--- config.mk ---
export PLATFORM = sky130hd
export DESIGN_NAME = sorcerer_kbd_matrix
export DESIGN_NICKNAME = d
export VERILOG_FILES = /design/src/rtl/sorcerer_kbd_matrix.sv
export SDC_FILE = /design/constraint.sdc
export NUM_CORES = 1
export LEC_CHECK = 0
export ABC_CLOCK_PERIOD_IN_PS = 5100
export CAP_MARGIN = 10
export CORE_UTILIZATION = 45
export CTS_CLUSTER_SIZE = 16
export DETAILED_ROUTE_END_ITERATION = 10
export HOLD_SLACK_MARGIN = 0.12
export SETUP_SLACK_MARGIN = 0.2
export SLEW_MARGIN = 20
export SYNTH_ARGS = -nofsm -noshare
export SYNTH_HDL_FRONTEND = slang
export SYNTH_SLANG_ARGS = --single-unit
--- constraint.sdc ---
create_clock -name clk_sys -period 5.1 [get_ports clk_sys]
set_input_delay 1.02 -clock clk_sys [delete_from_list [all_inputs] [get_ports clk_sys]]
set_output_delay 1.02 -clock clk_sys [all_outputs]
set_load 0.03 [all_outputs]
--- src/rtl/sorcerer_kbd_matrix.sv ---
// ---------------------------------------------------------------------------
// sorcerer_kbd_matrix
//
// Turns hps_io ps2_key events into the Sorcerer's 16x5 keyboard matrix.
// PS/2 events are queued in a small FIFO and applied one at a time by a
// small FSM. A key release is held off until a minimum time has passed since
// the last press, so a quick tap is still seen by the CPU's keyboard scan.
//
// Parameters
//   MIN_HOLD  minimum clk_sys cycles a bit stays set after a press
//   FIFO_AW   event FIFO address width (depth = 2**FIFO_AW)
//
// Ports
//   clk_sys       in   system clock
//   reset         in   asynchronous, active-high reset
//   ps2_key[10:0] in   {toggle, pressed, extended, scancode[7:0]}
//   row_sel[3:0]  in   matrix row selected by the CPU
//   col_out[4:0]  out  active-low columns of the selected row (registered)
//   kbd_busy      out  FIFO non-empty or FSM not idle
//   kbd_overflow  out  sticky: an event was dropped on a full FIFO
//   ovf_clr       in   one-cycle pulse clearing kbd_overflow
//
// Optional build macro
//   SORCERER_KBD_NUMPAD_EN  maps the PS/2 keypad digits onto rows 14-15.
//                           Without it those codes are ignored and rows
//                           14-15 always read 5'h1F.
// ---------------------------------------------------------------------------
module sorcerer_kbd_matrix #(
    parameter logic [17:0] MIN_HOLD = 18'd200000,
    parameter int          FIFO_AW  = 2
) (
    input  logic        clk_sys,
    input  logic        reset,
    input  logic [10:0] ps2_key,
    input  logic [3:0]  row_sel,
    output logic [4:0]  col_out,
    output logic        kbd_busy,
    output logic        kbd_overflow,
    input  logic        ovf_clr
);

    localparam int DEPTH = 2 ** FIFO_AW;

    typedef enum logic [1:0] {
        IDLE  = 2'd0,
        POP   = 2'd1,
        APPLY = 2'd2,
        WAIT  = 2'd3
    } state_t;

    // FIFO entry: {pressed, extended, scancode}
    typedef struct packed {
        logic       pressed;
        logic       ext;
        logic [7:0] code;
    } kev_t;

    state_t                state, state_nxt;
    logic                  tog_ref;
    logic                  evt, push, drop, pop;
    kev_t                  fifo_mem [DEPTH];
    logic [FIFO_AW-1:0]    wr_ptr, rd_ptr;
    logic [FIFO_AW:0]      fifo_cnt;
    logic                  fifo_empty, fifo_full;
    kev_t                  head;

    logic                  km_valid;
    logic [3:0]            km_row;
    logic [2:0]            km_col;

    logic                  ev_valid, ev_pressed;
    logic [3:0]            ev_row;
    logic [2:0]            ev_col;

    logic [15:0][4:0]      matrix;
    logic [17:0]           hold_cnt;
    logic                  hold_zero;
    logic                  mat_set, mat_clr;

    // -----------------------------------------------------------------------
    // Event capture
    // -----------------------------------------------------------------------
    // The toggle reference simply follows ps2_key[10] every cycle, including
    // while reset is high, so the first cycle out of reset sees no edge.
    // Event detection is masked during reset for the same reason.
    always_ff @(posedge clk_sys) begin
        tog_ref <= ps2_key[10];
    end

    assign evt  = ~reset & (ps2_key[10] != tog_ref);
    assign push = evt & ~fifo_full;
    assign drop = evt &  fifo_full;

    // -----------------------------------------------------------------------
    // Event FIFO
    // -----------------------------------------------------------------------
    // Count runs 0..DEPTH, so the MSB alone means full.
    assign fifo_full  = fifo_cnt[FIFO_AW];
    assign fifo_empty = (fifo_cnt == '0);
    assign head       = fifo_mem[rd_ptr];

    always_ff @(posedge clk_sys) begin
        if (push) fifo_mem[wr_ptr] <= kev_t'(ps2_key[9:0]);
    end

    always_ff @(posedge clk_sys or posedge reset) begin
        if (reset) begin
            wr_ptr   <= '0;
            rd_ptr   <= '0;
            fifo_cnt <= '0;
        end else begin
            if (push) wr_ptr <= wr_ptr + 1'b1;
            if (pop)  rd_ptr <= rd_ptr + 1'b1;
            case ({push, pop})
                2'b10:   fifo_cnt <= fifo_cnt + 1'b1;
                2'b01:   fifo_cnt <= fifo_cnt - 1'b1;
                default: fifo_cnt <= fifo_cnt;
            endcase
        end
    end

    always_ff @(posedge clk_sys or posedge reset) begin
        if (reset)        kbd_overflow <= 1'b0;
        else if (drop)    kbd_overflow <= 1'b1;   // set beats a same-cycle clear
        else if (ovf_clr) kbd_overflow <= 1'b0;
    end

    // -----------------------------------------------------------------------
    // Keymap: {extended, code} -> {valid, row, col}
    // -----------------------------------------------------------------------
    function automatic logic [7:0] ent(input logic [3:0] r, input logic [2:0] c);
        return {1'b1, r, c};
    endfunction

    always_comb begin
        logic [7:0] km;
        km = 8'h00;
        case ({head.ext, head.code})
            // modifiers and control keys
            9'h012, 9'h059: km = ent(4'd0, 3'd4);   // L/R shift share one bit
            9'h014:         km = ent(4'd0, 3'd2);   // L-ctrl
            9'h076:         km = ent(4'd0, 3'd0);   // Esc
            9'h029:         km = ent(4'd1, 3'd2);   // Space
            9'h05A:         km = ent(4'd6, 3'd3);   // Enter
            // row 2
            9'h022:         km = ent(4'd2, 3'd0);   // X
            9'h01A:         km = ent(4'd2, 3'd1);   // Z
            9'h01D:         km = ent(4'd2, 3'd2);   // W
            9'h015:         km = ent(4'd2, 3'd3);   // Q
            9'h016:         km = ent(4'd2, 3'd4);   // 1
            // row 3
            9'h021:         km = ent(4'd3, 3'd0);   // C
            9'h023:         km = ent(4'd3, 3'd1);   // D
            9'h01B:         km = ent(4'd3, 3'd2);   // S
            9'h024:         km = ent(4'd3, 3'd3);   // E
            9'h01C:         km = ent(4'd3, 3'd4);   // A
            // row 4
            9'h02A:         km = ent(4'd4, 3'd0);   // V
            9'h032:         km = ent(4'd4, 3'd1);   // B
            9'h034:         km = ent(4'd4, 3'd2);   // G
            9'h02C:         km = ent(4'd4, 3'd3);   // T
            9'h02D:         km = ent(4'd4, 3'd4);   // R
            // row 5
            9'h031:         km = ent(4'd5, 3'd0);   // N
            9'h03A:         km = ent(4'd5, 3'd1);   // M
            9'h033:         km = ent(4'd5, 3'd2);   // H
            9'h035:         km = ent(4'd5, 3'd3);   // Y
            9'h02B:         km = ent(4'd5, 3'd4);   // F
            // row 6
            9'h03B:         km = ent(4'd6, 3'd0);   // J
            9'h042:         km = ent(4'd6, 3'd1);   // K
            9'h03C:         km = ent(4'd6, 3'd2);   // U
            9'h043:         km = ent(4'd6, 3'd4);   // I
            // row 7
            9'h04B:         km = ent(4'd7, 3'd0);   // L
            9'h044:         km = ent(4'd7, 3'd1);   // O
            9'h04D:         km = ent(4'd7, 3'd2);   // P
            9'h01E:         km = ent(4'd7, 3'd3);   // 2
            9'h026:         km = ent(4'd7, 3'd4);   // 3
            // rows 8-9: remaining digits
            9'h025:         km = ent(4'd8, 3'd0);   // 4
            9'h02E:         km = ent(4'd8, 3'd1);   // 5
            9'h036:         km = ent(4'd8, 3'd2);   // 6
            9'h03D:         km = ent(4'd8, 3'd3);   // 7
            9'h03E:         km = ent(4'd8, 3'd4);   // 8
            9'h046:         km = ent(4'd9, 3'd0);   // 9
            9'h045:         km = ent(4'd9, 3'd1);   // 0
`ifdef SORCERER_KBD_NUMPAD_EN
            // keypad digits -> numeric pad rows 14-15
            9'h070:         km = ent(4'd14, 3'd0);  // KP 0
            9'h069:         km = ent(4'd14, 3'd1);  // KP 1
            9'h072:         km = ent(4'd14, 3'd2);  // KP 2
            9'h07A:         km = ent(4'd14, 3'd3);  // KP 3
            9'h06B:         km = ent(4'd14, 3'd4);  // KP 4
            9'h073:         km = ent(4'd15, 3'd0);  // KP 5
            9'h074:         km = ent(4'd15, 3'd1);  // KP 6
            9'h06C:         km = ent(4'd15, 3'd2);  // KP 7
            9'h075:         km = ent(4'd15, 3'd3);  // KP 8
            9'h07D:         km = ent(4'd15, 3'd4);  // KP 9
`endif
            default:        km = 8'h00;
        endcase
        km_valid = km[7];
        km_row   = km[6:3];
        km_col   = km[2:0];
    end

    // Registered keymap result for the event being applied. It stays
    // latched through WAIT while a release is deferred.
    always_ff @(posedge clk_sys or posedge reset) begin
        if (reset) begin
            ev_valid   <= 1'b0;
            ev_pressed <= 1'b0;
            ev_row     <= '0;
            ev_col     <= '0;
        end else if (state == POP) begin
            ev_valid   <= km_valid;
            ev_pressed <= head.pressed;
            ev_row     <= km_row;
            ev_col     <= km_col;
        end
    end

    // -----------------------------------------------------------------------
    // FSM
    // -----------------------------------------------------------------------
    assign hold_zero = (hold_cnt == '0);

    always_ff @(posedge clk_sys or posedge reset) begin
        if (reset) state <= IDLE;
        else       state <= state_nxt;
    end

    always_comb begin
        state_nxt = state;
        case (state)
            IDLE:  if (!fifo_empty) state_nxt = POP;
            POP:   state_nxt = APPLY;
            APPLY: begin
                if (ev_valid && !ev_pressed && !hold_zero) state_nxt = WAIT;
                else                                       state_nxt = IDLE;
            end
            WAIT:  if (hold_zero) state_nxt = IDLE;
            default: state_nxt = IDLE;
        endcase
    end

    // The head is removed from the FIFO as it is decoded in POP; from then on
    // the event lives in the ev_* registers, so a deferred release does not
    // occupy a FIFO slot.
    always_comb begin
        pop     = (state == POP);
        mat_set = (state == APPLY) && ev_valid && ev_pressed;
        mat_clr = ((state == APPLY) && ev_valid && !ev_pressed && hold_zero) ||
                  ((state == WAIT) && hold_zero);
    end

    assign kbd_busy = !fifo_empty || (state != IDLE);

    // -----------------------------------------------------------------------
    // Hold counter and matrix
    // -----------------------------------------------------------------------
    // One global window: every press reloads it, whatever key it was.
    always_ff @(posedge clk_sys or posedge reset) begin
        if (reset)           hold_cnt <= '0;
        else if (mat_set)    hold_cnt <= MIN_HOLD;
        else if (!hold_zero) hold_cnt <= hold_cnt - 1'b1;
    end

    always_ff @(posedge clk_sys or posedge reset) begin
        if (reset)        matrix <= '0;
        else if (mat_set) matrix[ev_row][ev_col] <= 1'b1;
        else if (mat_clr) matrix[ev_row][ev_col] <= 1'b0;
    end

    always_ff @(posedge clk_sys or posedge reset) begin
        if (reset) begin
            col_out <= 5'h1F;
        end else begin
`ifdef SORCERER_KBD_NUMPAD_EN
            col_out <= ~matrix[row_sel];
`else
            // numeric pad rows are not populated in this build
            if (row_sel[3:1] == 3'b111) col_out <= 5'h1F;
            else                        col_out <= ~matrix[row_sel];
`endif
        end
    end

endmodule

Yosys cells after proc, flatten, opt, wreduce, memory -nomap -nowiden
Memory sizes are Yosys's and may differ from the RTL's. Index checks and enable logic that the tools add are counted.

Register bits after elaboration: 123. Latch bits: 0. RAM bits: 40. Bits in read-only memories: 1024. Input bits: 18. Output and inout bits: 7. Word-level logic and storage cells: 103. Memories: 2.

Memory list: (name not given) (depth 128, bits a word 8, read ports 1, clocked after Yosys merged registers in 0, wr ports 0, line 138) `case ({head.ext, head.code})`; fifo_mem (depth 4, bits a word 10, read ports 1, clocked after Yosys merged registers in 0, wr ports 1, line 61) `kev_t fifo_mem [DEPTH];`.

Add/sub/neg operators: 5. Multipliers: 0. Divide/modulo/power cells: 0. Order comparisons: 5. Equality and inequality tests: 10. Shift operators: 0. Muxes and demuxes: 21. Bitwise operators: 9. Reduce and logical (&&, ||, !) cells: 23.

Operators with widths (number): two-way mux 80 bit (2); AND 80 bit (1); inverter 80 bit (1); bitwise OR 80 bit (1); two-way mux 18 bit (2); binary-select mux 5 bit (select 4 bit) (1); demux 5 bit (select 4 bit) (1); logical NOT 18 bit (1); subtractor 18 x 1 -> 18 bit (second input constant) (1); two-way mux 5 bit (3); less-than comparator 4 x 5 -> 1 bit (second input constant) (2); logical AND 1 bit (9); two-way mux 8 bit (1); case mux 2 bit (4 select lines) (1); nonzero test 2 bit (4); equality test 2 bit (second input constant) (3); two-way mux 2 bit (3); case mux 3 bit (2 select lines) (1); two-way mux 1 bit (5); inverter 5 bit (1); adder 2 x 1 -> 2 bit (second input constant) (2); equality test 2 x 1 -> 1 bit (second input constant) (2); >= comparator 4 x 1 -> 1 bit (second input constant) (1); logical NOT 2 bit (2); 15 further kinds (22).

Depth between registers and ports, before layout
Depth in word-level cells: 10. Mapped depth: 11. Depth with buffers taken out: 9.

Worst setup path before layout
Ideal clock, no wire load.

Kind: flip-flop to flip-flop. Start: register rd_ptr[0]. End: register ev_valid. Data arrival time: 2.689 ns. Data required time: 5.013 ns. Path slack: 2.324 ns. Stages on the path, launching flop included: 12. Buffers on the path: 3. Period minus slack after synthesis: 2.776 ns. Cell sequence: dfrtp_1 buf_2 buf_2 mux4_2 inv_1 ha_1 clkbuf_1 nand2b_1 o211ai_1 a21oi_1 or4b_1 o211ai_1.

Cells in the longest elaborated chain, start to end: 3. Elaborated cells between the ends (all ways): 4. Classes of those cells: mux (1); reduce/logical (1); memory (2).

RTL lines: start, declared (line 62) `logic [FIFO_AW-1:0] wr_ptr, rd_ptr;`; start signal, assigned (line 113) `if (pop) rd_ptr <= rd_ptr + 1'b1;`; memory (4 x 10 bit) *; memory (128 x 8 bit) / logical NOT 2 bit (equally long branches); two-way mux 8 bit * (line 138); end signal, assigned (line 217) `ev_valid <= km_valid;`; end, declared (line 71) `logic ev_valid, ev_pressed;`.

Every way passes the cells marked *; elsewhere a longest branch is shown, timed or not. A chain may end at the register's enable or synchronous reset.

Final worst setup path
Start: register rd_ptr[0]. End: register ev_row[0].

Cells in the longest elaborated chain, start to end: 3. Elaborated cells between the ends (all ways): 4. Classes of those cells: mux (1); reduce/logical (1); memory (2).

RTL lines: memory (4 x 10 bit) *; memory (128 x 8 bit) / logical NOT 2 bit (equally long branches); two-way mux 8 bit * (line 138); end signal, assigned (line 219) `ev_row <= km_row;`; end, declared (line 72) `logic [3:0] ev_row;`.

Marked as above.

==> flow_summary.ini <==
[grt]
antenna_found_initial = 0
grt_pass1_vias = 5467
grt_max_degree = 76
grt-ovfl-total = 0
grt_usage = 0.2041
grt_first_pass_wirelength_um = 28630

[synthesis]
synth-compound-area-share = 0.1899
yosys.area_share.simple = 0.1172
async_flop_share = 0.7320
synth-xor-area-share = 0.02133
synth.avg_cell_area_um2 = 11.05
synth_top_family_by_area = compound AO/OA/AOI/OAI gates
synthFlopType = dfrtp_1
synth_fa_ha_area_frac = 0.02823
synth_cell_types = 69
synth-edff-count = 40
ys_top_cells_by_area = dfrtp_1 34%, edfxtp_1 15%, o31ai_1 7.0%
ys_seq_elements = 153
synth_nets = 741
synth_warnings = 0
postSynthCellCount = 706
synth_area_um2 = 7801
synth-seq-area-share = 0.5166
synthMuxAreaShare = 0.08196
synth_top_cell_by_area = dfrtp_1
synth_top_cell_area_share = 0.3432

[drt]
postRouteAntennaNets = 0
vias_per_cell = 5.891
drt_iter0_markers = 402
drtPass1Iterations = 5
drc = 0
wl_per_cell_um = 17.86
vias = 5502
postRouteWirelength_um = 16680

[worst_setup_path]
cp-end-kind = register
crit_family = compound AO/OA/AOI/OAI gates
cp_max_fo = 15
worst-setup-path-type = register to register
cp_slowest_stage_delay_ns = 0.82
r2r_slack_ns = 1.83
crit_slowest_cell = dfrtp_1
crit_path_start_kind = register
path_cells = mux4_2 -> inv_1 -> ha_1 -> nand2_1 -> o22a_1 -> a31o_2 -> o311ai_0 -> a22o_1
critPathArrivalTime_ns = 3.63
crit_buf_inv = 1
required_ns = 5.46

[power]
vdd_ir_drop_max_mv = 0.4121
leakagePower_nw = 3.454
pwr_density_cell_nw_per_um2 = 490.7

[final_layout]
fillers = 1491
n_antenna_cell = 0
fin_util = 0.5182
syn_to_final_growth_pct = 11.32
drive_gt1_frac = 0.1092
final_nets = 736

[run]
max_cap_violations = 0

[floorplanning]
die_w_um = 133.7
die_area_um2 = 17870
initial_core_util = 0.4655
chipHeight_um = 133.7
boundaryPins = 25
row_count = 47
core_um2 = 16760

[sta]
maxSlewViolCount = 0
rsz0062_at_grt = no
tightest_slew_ns = 0.8460
max_slew_margin = 0.4343
skew_ns = 0.01357
tns_ns = 0
finalCriticalPeriod_ns = 3.273
fin_crit_sh = 0.6418
final-hold-violation-count = 0
max_freq_mhz = 305.5
setup_viol = 0

[placement]
place_hpwl_um = 10920
gp_congestion = 0.9082
numPortBuffers = 24

[clocking]
clock_sinks = 153
cts.clk_slew.worst_paths_ns = 0.07
cts-root-buf = clkbuf_16
cts_buffer_depth = 2
cts_buffers = 17
cts_hold_buf = 0
htree_levels = 4
cts_resized = 0
cts_tree = yes
cts_setup_buffers = 0
worstSkewPairLatency_ns = 0.43

[status]
status = finished, final reports clean

[hold_path]
min_path_type = register to register
==> cells in the mapped netlist (all sizes together) (9+ instances only) <==
cell type    n
xnor2       10
edfxtp      40
nor3         9
clkbuf      30
inv         22
a21oi       12
nand2b      11
xor2         9
dfrtp      107
nor2        45
o31ai       73
ha          16
buf         23
nand2       45
nand3       16
o21ai      100
mux2i       20
mux4        19
==> cell families after synthesis <==
logic type,after synthesis
simple gates,171
compound gates,231
buf+inv,75
flops,153
fa+ha+maj,17
xor+xnor,19
mux,40
==> per-layer routing <==
metal | GRT usage | vias to the layer above | share of wire
li1 | - | 2637 | -
met1 | 0.2844 | 2722 | 0.47
met2 | 0.3229 | 126 | 0.48
met3 | 0.04033 | 17 | 0.038
met4 | 0.06124 | 0 | 0.0088
met5 | 0 | - | 0
==> worst paths after layout <==
check                          start  cells past startpoint      endpoint
max                        rd_ptr[0]                      8     ev_row[0]
min                         register                      2      register
max reg2reg                rd_ptr[0]                      8     ev_row[0]
min reg2reg                 register                      2      register
max in group asynchronous      reset                      3    col_out[1]
min in group asynchronous      reset                      2  kbd_overflow
==> cell type report <==
class,instances,area [µm²],area share
clock buffers,17,425.4,0.04898
inverters,22,85.08,0.009797
repair buffers,29,277.8,0.03198
flip-flops and latches,153,4030,0.4641
clock inverters,15,168.9,0.01945
well taps,220,275.3,0.03170
multi-input cells,478,3422,0.3940
==> worst register-to-register path, cell delays in order, from the launching register on <==
cell and delay, ns:
dfrtp_1 0.82, mux4_2 0.75, inv_1 0.18, ha_1 0.28, nand2_1 0.09, o22a_1 0.28
a31o_2 0.29, o311ai_0 0.33, a22o_1 0.18
==> layout by cell type (no fill, tap or decap), types with 11 or more instances in the layout <==
cell type        instances
o21ai_1                 23
o31ai_1                 73
nand3_1                 15
a21oi_1                 12
clkbuf_16               17
nand2_1                 45
ha_1                    16
mux4_2                  19
nor2_1                  45
clkdlybuf4s50_1         24
dfrtp_1                107
mux2i_1                 20
edfxtp_1                40
nand2b_1                11
o21ai_0                 76
inv_1                   21
==> through the flow <==
step / instances / setup WS [ns] / area, µm² / hold slack, ns / power [mW]
2_1_floorplan: 706 / 1.129 / 7801 / 0.4516 / 2.662
3_3_place_gp: 902 / 1.899 / 8090 / 0.4686 / 2.979
3_5_place_dp: 902 / 1.827 / 8090 / 0.4807 / 3.001
4_1_cts: 934 / 1.816 / 8685 / 0.4943 / 4.278
5_1_grt: 934 / 1.521 / 8685 / 0.5213 / 4.537
6_report: 934 / 1.827 / 8685 / 0.4930 / 4.261
==> report_power, final <==
group / internal, mW / leakage [nW] / switching [mW]
Sequential: 1.42 / 1.86 / 0.199
Combinational: 0.523 / 1.30 / 0.855
Clock: 0.701 / 0.291 / 0.566
Total: 2.64 / 3.45 / 1.62
Power figures use the tool's default switching activity.
